## src/rtl/trigger_bank.sv

```systemverilog
// Multi-channel sticky trigger capture over a fixed acquisition window.
// Define TRIGGER_BANK_DIV2_EN to sample on every other cycle (window lasts 2*WINDOW cycles).

module trigger_lane (
  input  logic clk,
  input  logic rst,
  input  logic sample,
  input  logic wipe,
  input  logic capture,
  input  logic din,
  output logic trig,
  output logic rise
);
  logic din_prev;

  assign rise = din & ~din_prev;

  always_ff @(posedge clk or posedge rst) begin
    if (rst) begin
      din_prev <= 1'b0;
      trig     <= 1'b0;
    end else begin
      // Edge history runs in every state so a level held across window open never triggers.
      if (sample) din_prev <= din;
      if (wipe)         trig <= 1'b0;
      else if (capture) trig <= trig | rise;
    end
  end
endmodule

module trigger_bank #(
  parameter int WIDTH     = 8,
  parameter int WINDOW    = 16,
  parameter int CNT_WIDTH = 5,
  parameter int HIT_WIDTH = 4
) (
  input  logic                 clk,
  input  logic                 reset,
  input  logic                 start,
  input  logic                 clear,
  input  logic [WIDTH-1:0]     din,
  output logic                 active,
  output logic                 done,
  output logic [WIDTH-1:0]     trig,
  output logic [HIT_WIDTH-1:0] hits,
  output logic                 any,
  output logic [CNT_WIDTH-1:0] first_cyc
);
  typedef enum logic [1:0] {IDLE, ACTIVE, HOLD} state_t;

  localparam logic [CNT_WIDTH-1:0] LAST = CNT_WIDTH'(WINDOW - 1);

  state_t               state;
  logic [CNT_WIDTH-1:0] cnt;
  logic [WIDTH-1:0]     rise;
  logic                 sample, arm, wipe, capture;

  assign arm     = start & ~clear & (state != ACTIVE);
  assign wipe    = clear | arm;
  assign capture = (state == ACTIVE) & sample & ~clear;

`ifdef TRIGGER_BANK_DIV2_EN
  logic phase;
  always_ff @(posedge clk or posedge reset) begin
    if (reset)    phase <= 1'b0;
    else if (arm) phase <= 1'b0;
    else          phase <= ~phase;
  end
  assign sample = phase;
`else
  assign sample = 1'b1;
`endif

  for (genvar i = 0; i < WIDTH; i++) begin : g_lane
    trigger_lane u_lane (
      .clk     (clk),
      .rst     (reset),
      .sample  (sample),
      .wipe    (wipe),
      .capture (capture),
      .din     (din[i]),
      .trig    (trig[i]),
      .rise    (rise[i])
    );
  end

  always_ff @(posedge clk or posedge reset) begin
    if (reset) begin
      state     <= IDLE;
      active    <= 1'b0;
      done      <= 1'b0;
      any       <= 1'b0;
      first_cyc <= '0;
      cnt       <= '0;
    end else begin
      done <= 1'b0;
      if (clear) begin
        state     <= IDLE;
        active    <= 1'b0;
        any       <= 1'b0;
        first_cyc <= '0;
        cnt       <= '0;
      end else begin
        case (state)
          IDLE, HOLD: if (start) begin
            state     <= ACTIVE;
            active    <= 1'b1;
            any       <= 1'b0;
            first_cyc <= '0;
            cnt       <= '0;
          end
          ACTIVE: if (sample) begin
            if (!any && |rise) begin
              any       <= 1'b1;
              first_cyc <= cnt;
            end
            cnt <= cnt + 1'b1;
            if (cnt == LAST) begin
              state  <= HOLD;
              active <= 1'b0;
              done   <= 1'b1;
            end
          end
          default: state <= IDLE;
        endcase
      end
    end
  end

  always_comb begin
    hits = '0;
    for (int i = 0; i < WIDTH; i++) hits = hits + HIT_WIDTH'(trig[i]);
  end
endmodule

```

## config.mk

```make
export PLATFORM = sky130hd
export DESIGN_NAME = trigger_bank
export DESIGN_NICKNAME = d
export VERILOG_FILES = /design/src/rtl/trigger_bank.sv
export SDC_FILE = /design/constraint.sdc
export NUM_CORES = 1
export LEC_CHECK = 0
export ABC_AREA = 1
export CORE_MARGIN = 3
export CORE_UTILIZATION = 30
export CTS_CLUSTER_SIZE = 14
export DETAILED_ROUTE_END_ITERATION = 8
export PLACE_DENSITY = 0.53
export SLEW_MARGIN = 5
export SYNTH_ARGS = -nofsm -noshare
export SYNTH_HDL_FRONTEND = slang
export SYNTH_SLANG_ARGS = --single-unit
```

## constraint.sdc

```tcl
create_clock -name clk -period 3.93 [get_ports clk]
set_input_delay 0.786 -clock clk [delete_from_list [all_inputs] [get_ports clk]]
set_output_delay 0.786 -clock clk [all_outputs]
set_load 0.02 [all_outputs]
```

# After elaboration in Yosys (flattened, before gate mapping)
# Cells that the tools add are included.
# W data, S select, Z words.
dict set report totals {
  word_cells 114
  out_inout_bits 20
  ff_bits 31
}
dict set report op_classes {
  n_reduce_logical 11
  n_mux 37
  addsub 8
  eq_ne 7
  n_bitwise 29
}
# op count
set ops {}
lappend ops {{$mux W1} 25}
lappend ops {{$mux W5} 4}
lappend ops {{$pmux W5 S2} 2}
lappend ops {{$add A4 B1 Y4} 4}
lappend ops {{$and A1 B1 Y1} 11}
lappend ops {{$not A1 Y1} 9}
lappend ops {{$or A1 B1 Y1} 9}
lappend ops {{$reduce_or A8 Y1} 1}
lappend ops {{$mux W2} 3}
lappend ops {{$ne A3 B2 Y1 const B} 2}
lappend ops {{$reduce_and A3 Y1} 2}
lappend ops {{$add A5 B1 Y5 const B} 1}
lappend ops {{$eq A5 B4 Y1 const B} 1}
lappend ops {{$add A3 B1 Y4} 1}
lappend ops {{$pmux W1 S2} 2}
lappend ops {{$pmux W2 S2} 1}
lappend ops {{$reduce_and A2 Y1} 2}
lappend ops {{$add A2 B1 Y3} 1}
lappend ops {{$ne A3 B3 Y1 const B} 1}
lappend ops {{$reduce_bool A3 Y1} 1}
lappend ops {{$add A1 B1 Y2} 1}
lappend ops {{$eq A2 B1 Y1 const B} 1}
lappend ops {{$eq A2 B2 Y1 const B} 1}
lappend ops {{$logic_not A2 Y1} 1}
lappend ops {{other kinds (5)} 5}

# Longest topological paths before layout
# Gate-level depths: netlist of the first run.
dict set report logic_depth {
  word_depth 7
  depth_mapped 9
}

# By module
# A second synthesis of the first run with hierarchy kept.
dict set report unflattened {
  cells_unflattened 206
  hier_area_um2 1690.4
}
# module n_inst seq_area_each_um2 area_each_um2 cells_per_inst
set modules_own_cells {}
lappend modules_own_cells {trigger_bank 1 375.4 959.7 118}
lappend modules_own_cells {trigger_lane 8 50.0 91.3 11}

# Least setup slack after synthesis of the first run
# Ideal clock, no wire load.
dict set report synth_timing {
  kind {flip-flop to output port}
  from {reg g_lane[0].u_lane.trig}
  to {out hits[2]}
  t_arrival_ns 2.866
  stages_incl_launch_ff 10
  path_slack_ns 0.278
  t_required_ns 3.144
  path_cell_list {dfrtp_1 > fa_1 > inv_1 > fa_1 > fa_1 > inv_1 > ha_1 > inv_1 > fa_1 > xnor2_1}
}
dict set report synth_between {
  elab_chain_cells 7
}
# element line_no
set synth_rtl {}
lappend synth_rtl {{start: declaration} 11} ;# output logic trig,
lappend synth_rtl {{start signal: assignment} 26} ;# else if (capture) trig <= trig | rise;
lappend synth_rtl {{$add A1 B1 Y2} 132} ;# for (int i = 0; i < WIDTH; i++) hits = hits + HIT_WIDTH'(trig[i]);
lappend synth_rtl {{$add A2 B1 Y3} 132}
lappend synth_rtl {{$add A3 B1 Y4} 132}
lappend synth_rtl {{$add A4 B1 Y4 (4 in a row)} 132}
lappend synth_rtl {{end: declaration} 45} ;# output logic [HIT_WIDTH-1:0] hits,
# Every way passes these cells.

# Worst setup path in the final report of the first run
dict set report layout_timing {
  from {reg g_lane[3].u_lane.trig}
  to {out hits[1]}
}
dict set report layout_between {
  elab_chain_cells 5
}
# element line_no
set layout_rtl {}
lappend layout_rtl {{start: declaration} 11}
lappend layout_rtl {{start signal: assignment} 26}
lappend layout_rtl {{$add A3 B1 Y4} 132}
lappend layout_rtl {{$add A4 B1 Y4 (4 in a row)} 132}
# Every way passes these cells.

==> impl_metrics.tcl, run 1 <==
set metrics [dict create \
    status "finished, violations left" \
    violations "negative setup slack" \
    fin_ws_ps -13.5 \
    antenna_found_initial 0 \
    place_congestion 0.764 \
    whs_path_depth 2 \
    diodes 0 \
    grt_pass1_wl_mm 5.40 \
    ys_seq_area_share_pct 49.8 \
    drc 0 \
    r2r_cells 7 \
    min_from "first_cyc[3]" \
    final_util_pct 41.4 \
    firstDrtPassIters 4 \
    synth_cell_type_count 25 \
    yosysTopAreaCell "dfrtp_1" \
    postSynth.asyncResetShare_pct 100 \
    avgSynthCellArea_um2 9.68 \
    die_w_um 78.1 \
    portBuffers 31 \
    drt-wirelength-per-cell_um 12.0 \
    grt_pass1_vias 1105 \
    grt_usage_pct 11.4 \
    power_per_cell_area_nw_per_um2 349 \
    synth.most_common_cell "dfrtp_1" \
    core_um2 4880 \
    cts_tree "built" \
    startpoint "g_lane[3].u_lane.trig" \
    synth_top_area_share_pct 49.8 \
    worstSetupPathType "reg -> out" \
    cp.required_ps 3140 \
    drive_above_1_share_pct 19.3 \
    synth_xor_area_share_pct 0.562 \
    max_cap_violations 0 \
    placed_cells 253 \
    layout.nets 217 \
    insertion_delay_ps 280 \
    hold_viol 0 \
    r2r-end "active" \
    crit_fanout 2 \
    synth_top_cells_by_count "dfrtp_1 (31), nand2_1 (28), inv_1 (25)" \
    dieArea_um2 6100 \
    finClkSkew_ps 3.23 \
    dpl-instance-area_um2 1900 \
    period_needed_ps 3940 \
    grt_max_degree 32 \
    io_pins 32 \
    power_leakage_nw 0.991 \
    syn-num-nets 182 \
    r2r-start "cnt[0]" \
    syn_to_final_growth_pct 29.5 \
    h-tree-depth 2 \
    finalInstanceArea_um2 2020 \
    synthFlopType "dfrtp_1" \
    clock-sinks 31 \
    synth_top_family_by_area "simple AND/OR/NAND/NOR gates" \
    grt_overflow_total 0 \
    setup_viol 2 \
    clockBufferDepth 2 \
    vias 1117 \
    cts_buffers 5 \
    cp-end-kind "output pin" \
    fin_setup_tns_ps -20.1 \
    slew_violations 0 \
    core.rowCount 25 \
    max_freq_mhz 254 \
    rsz0062_at_grt "yes" \
    syn_area_um2 1560 \
    cp-start-kind "register" \
    slew_headroom_pct 61.3 \
    synth_area_leaders "dfrtp_1 (50%), nand2_1 (6.7%), inv_1 (6.0%)" \
    ys_warn_count 0 \
    muxShareOfSynthArea_pct 0 \
    synth_fa_ha_area_share_pct 9.15 \
    hold_path_end "first_cyc[3]" \
    cts_root_buf "clkbuf_8" \
    die_y_um 78.1 \
    vias_per_cell 4.23 \
    fin_crit_sh_pct 100 \
    final_cell_count_no_fill 264 \
    yosys.area_share.simple_pct 20.6 \
    synth_compound_area_share_pct 7.95 \
    worstMarginPinSlew_ps 580 \
    hp-class "reg -> reg" \
    crit_arrival_ps 3160 \
    drtIter0Drc 39 \
    synth-seq-cells 31 \
    antenna_left 0 \
    ir_drop_mv 0.114 \
    synth-edff-count 0 \
    wl_mm 3.16 \
    ff2ff_setup_slack_ps 2540 \
    synth_cells 161 \
    start_util_pct 31.9 \
    fill_cells 527 \
    dp_hpwl_mm 2.37 \
    clk_pin_slew_worst_paths_ps 60 \
]
==> worst max-delay path, stage by stage (launching register included) <==
cell     delay (ps)
dfrtp_1         400
fa_1            530
inv_1            50
fa_1            530
fa_1            440
inv_2            90
ha_4            130
inv_2            30
fa_2            520
inv_2            40
buf_6           120
==> worst max-delay path by stage <==
| stage | endpoint | slack (ps) | cells after the start |
|---|---|---|---|
| floorplan | hits[2] | 280 | 9 |
| global placement | hits[2] | -120 | 10 |
| detailed placement | hits[2] | -200 | 10 |
| CTS | hits[2] | -30 | 10 |
| global route | hits[2] | -160 | 10 |
| finish | hits[1] | -10 | 10 |
==> repair_timing <==
action                                  CTS  global route
gates resized for setup                  13             9
buffers inserted                          1             2
endpoints found under the setup margin    4             2
hold buffers                              0             0
pin swaps                                 1             4
==> report_power, final <==
part / switching [mW] / internal [mW] / total, mW
Clock: 0.118 / 0.121 / 0.238
Sequential: 0.0101 / 0.332 / 0.342
Combinational: 0.0735 / 0.0501 / 0.124
==> flip-flops by register name (all words and copies together) (netlist names) <==
register                count
cnt                         5
g_lane.u_lane.trig          8
state                       2
first_cyc                   5
any                         1
done                        1
active                      1
g_lane.u_lane.din_prev      8
==> through the flow <==
stage / setup slack, ps / total power [mW] / hold WS [ps]
floorplan: 278 / 0.425 / 487
global placement: -121 / 0.467 / 488
detailed placement: -201 / 0.471 / 489
CTS: -27.5 / 0.714 / 504
global route: -156 / 0.750 / 527
finish: -13.5 / 0.704 / 498
==> cell type report <==
type | count | area (um^2) | area share (%)
flip-flops and latches | 31 | 776 | 38.4
repair buffers | 38 | 355 | 17.6
multi-input cells | 92 | 612 | 30.3
inverters | 28 | 108 | 5.33
clock buffers | 5 | 68.8 | 3.41
clock inverters | 3 | 15.0 | 0.744
well taps | 67 | 83.8 | 4.15
==> cells by family after synthesis <==
logic type / after synthesis
XOR/XNOR: 1
adder cells (fa/ha/maj): 9
buffers and inverters: 38
flip-flops: 31
AND/OR/NAND/NOR: 60
AO/OA/AOI/OAI: 22
==> placed cells by master, fill, tap and decap left out, drive strengths merged <==
master	instances
xnor2	1
fa	4
nand3	10
nand4	5
ha	5
clkbuf	6
nor2	11
dlygate4sd2	1
inv	28
nand2	33
a21oi	3
buf	9
o22ai	5
or2	1
clkinv	3
dfrtp	31
o21ai	14
clkdlybuf4s50	27
==> layer usage <==
layer	GRT usage, %	up-vias	wire (um)
met3	3.78	7	165
met2	17.3	23	1470
met4	4.72	0	64
met5	0	-	0
li1	-	573	-
met1	15.1	514	1460
(Power assumes the default switching activity.)
==> inputs of run 2 (changes only) <==
CAP_MARGIN = 20   (was default)
clock period = 4.28 ns   (was 3.93 ns; I/O delays follow)
==> run 2 against run 1 <==
  * Clock power decreased by 3%
  * Clock skew grew 1.1 ps
  * Clock-buffer cell count rose by 1
  * Total power down 7.4%
  * Sequential share of layout area is 1.1 points higher
  * Die area unchanged
  * Largest power group unchanged
  * Global-route usage shrank 0.20 points
  * Cell count down 2.7%
  * Design area is 2.7% lower
  * The flow now finishes without violations
  * Register-to-register slack better by 350 ps
==> impl_metrics.tcl, run 2 (synthesis gave the netlist of run 1 again) <==
set metrics [dict create \
    hp-class "reg -> reg" \
    clk_pin_slew_worst_paths_ps 60 \
    antenna_left 0 \
    drc 0 \
    layout_common_cells "dfrtp_1 (31), clkdlybuf4s50_1 (29), nand2_1 (28)" \
    drt-wirelength-per-cell_um 12.1 \
    clockBufferDepth 2 \
    r2r-end "active" \
    min_from "first_cyc[4]" \
    grt_usage_pct 11.2 \
    regArea_um2 776 \
    layout.nets 211 \
    dieArea_um2 6100 \
    vias_per_cell 4.38 \
    antenna_found_initial 0 \
    grt_pass1_vias 1164 \
    grt_overflow_total 0 \
    start_util_pct 31.9 \
    fin_ws_ps 160 \
    power_leakage_nw 0.956 \
    power_per_cell_area_nw_per_um2 332 \
    hold_buffers 0 \
    grt_max_degree 32 \
    portBuffers 31 \
    whs_path_depth 2 \
    dp_hpwl_mm 2.37 \
    syn_to_final_growth_pct 26.0 \
    setup_viol 0 \
    max_freq_mhz 243 \
    cp-end-kind "output pin" \
    diodes 0 \
    hold_viol 0 \
    cts_buffers 5 \
    core.rowCount 25 \
    worstMarginPinSlew_ps 572 \
    clock-sinks 31 \
    fin_crit_sh_pct 96.3 \
    io_pins 32 \
    core_um2 4880 \
    die_w_um 78.1 \
    cp.required_ps 3420 \
    multi_input_area_um2 597 \
    max_cap_violations 0 \
    drtIter0Drc 39 \
    crit_arrival_ps 3260 \
    crit_fanout 3 \
    h-tree-depth 2 \
    hold_path_end "first_cyc[4]" \
    fin_setup_tns_ps 0 \
    dpl_worst_slack_ps 72.1 \
    worstSetupPathType "reg -> out" \
    drive_above_1_share_pct 12.6 \
    status "finished, final reports clean" \
    place_congestion 0.721 \
    wl_mm 3.12 \
    die_y_um 78.1 \
    slew_violations 0 \
    ir_drop_mv 0.120 \
    finClkSkew_ps 4.31 \
    slew_headroom_pct 61.9 \
    r2r_cells 7 \
    firstDrtPassIters 4 \
    cp-start-kind "register" \
    cts_tree "built" \
    grt_pass1_wl_mm 5.35 \
    ff2ff_setup_slack_ps 2890 \
    r2r-start "cnt[0]" \
    insertion_delay_ps 280 \
    rsz0062_at_grt "no" \
    vias 1126 \
    layout_commonest_cell "dfrtp_1" \
    period_needed_ps 4120 \
    cts_root_buf "clkbuf_8" \
    top_regs "g_lane.u_lane.din_prev: 8 flops, g_lane.u_lane.trig: 8 flops" \
    fill_cells 506 \
]
run 2: changes by cell type in the layout (fill, tap and decap cells not counted), sizes merged:
cell,previous run,this run
clkdlybuf4s15,0,1
buf,9,1
clkbuf,6,7
dlygate4sd2,1,0
clkinv,3,1
clkdlybuf4s50,27,29
run 2: per-layer routing:
layer,GRT usage [%],vias up,wire length [um],share of wire (%)
met5,0,-,0,0
met4,4.20,0,49,1.6
met3,4.47,5,169,5.4
met2,17.7,24,1480,47
met1,13.9,536,1420,46
li1,-,561,-,-
run 2: cell type report:
cell class / instances / area share [%]
inverters: 28 / 5.48
flip-flops and latches: 31 / 39.5
clock buffers: 6 / 4.20
well taps: 67 / 4.27
multi-input cells: 92 / 30.4
clock inverters: 1 / 0.255
repair buffers: 32 / 15.9
run 2: worst max path at each step:
stage | endpoint | cells past startpoint | slack (ps) | from
2_1_floorplan | hits[2] | 9 | 560 | g_lane[0].u_lane.trig
3_3_place_gp | hits[2] | 10 | 150 | g_lane[0].u_lane.trig
3_5_place_dp | hits[2] | 10 | 70 | g_lane[0].u_lane.trig
4_1_cts | hits[2] | 10 | 50 | g_lane[0].u_lane.trig
5_1_grt | hits[1] | 10 | 30 | g_lane[0].u_lane.trig
6_report | hits[1] | 10 | 160 | g_lane[0].u_lane.trig
run 2: stage by stage:
stage	power (mW)	cell area [um^2]	cells	utilization (%)	hold WS [ps]
floorplan	0.390	1560	161	-	487
global placement	0.427	1880	250	38.6	486
detailed placement	0.429	1880	250	38.6	490
CTS	0.663	1970	257	40.3	504
global route	0.687	1960	257	40.3	521
finish	0.652	1960	257	40.3	501
run 2: report_power, final:
part           total [mW]  leakage, nW  internal [mW]  switching (mW)
Combinational       0.107        0.500         0.0433          0.0639
Sequential          0.314        0.409          0.305         0.00920
Clock               0.231       0.0470          0.126           0.105
Total               0.652        0.956          0.474           0.178
run 2: repair_timing:
action / in CTS / in global routing
gates resized for setup: 2 / 4
setup endpoints to repair: 2 / 2
buffers inserted: 0 / 0
pin swaps: 0 / 0
cloned: 0 / 0
run 2: critical path: stages, from the launching register on:
cell,delay [ps]
dfrtp_1,410
fa_1,540
inv_1,50
fa_1,440
fa_1,500
inv_1,50
ha_1,180
inv_1,70
fa_1,400
inv_1,60
clkdlybuf4s15_1,300
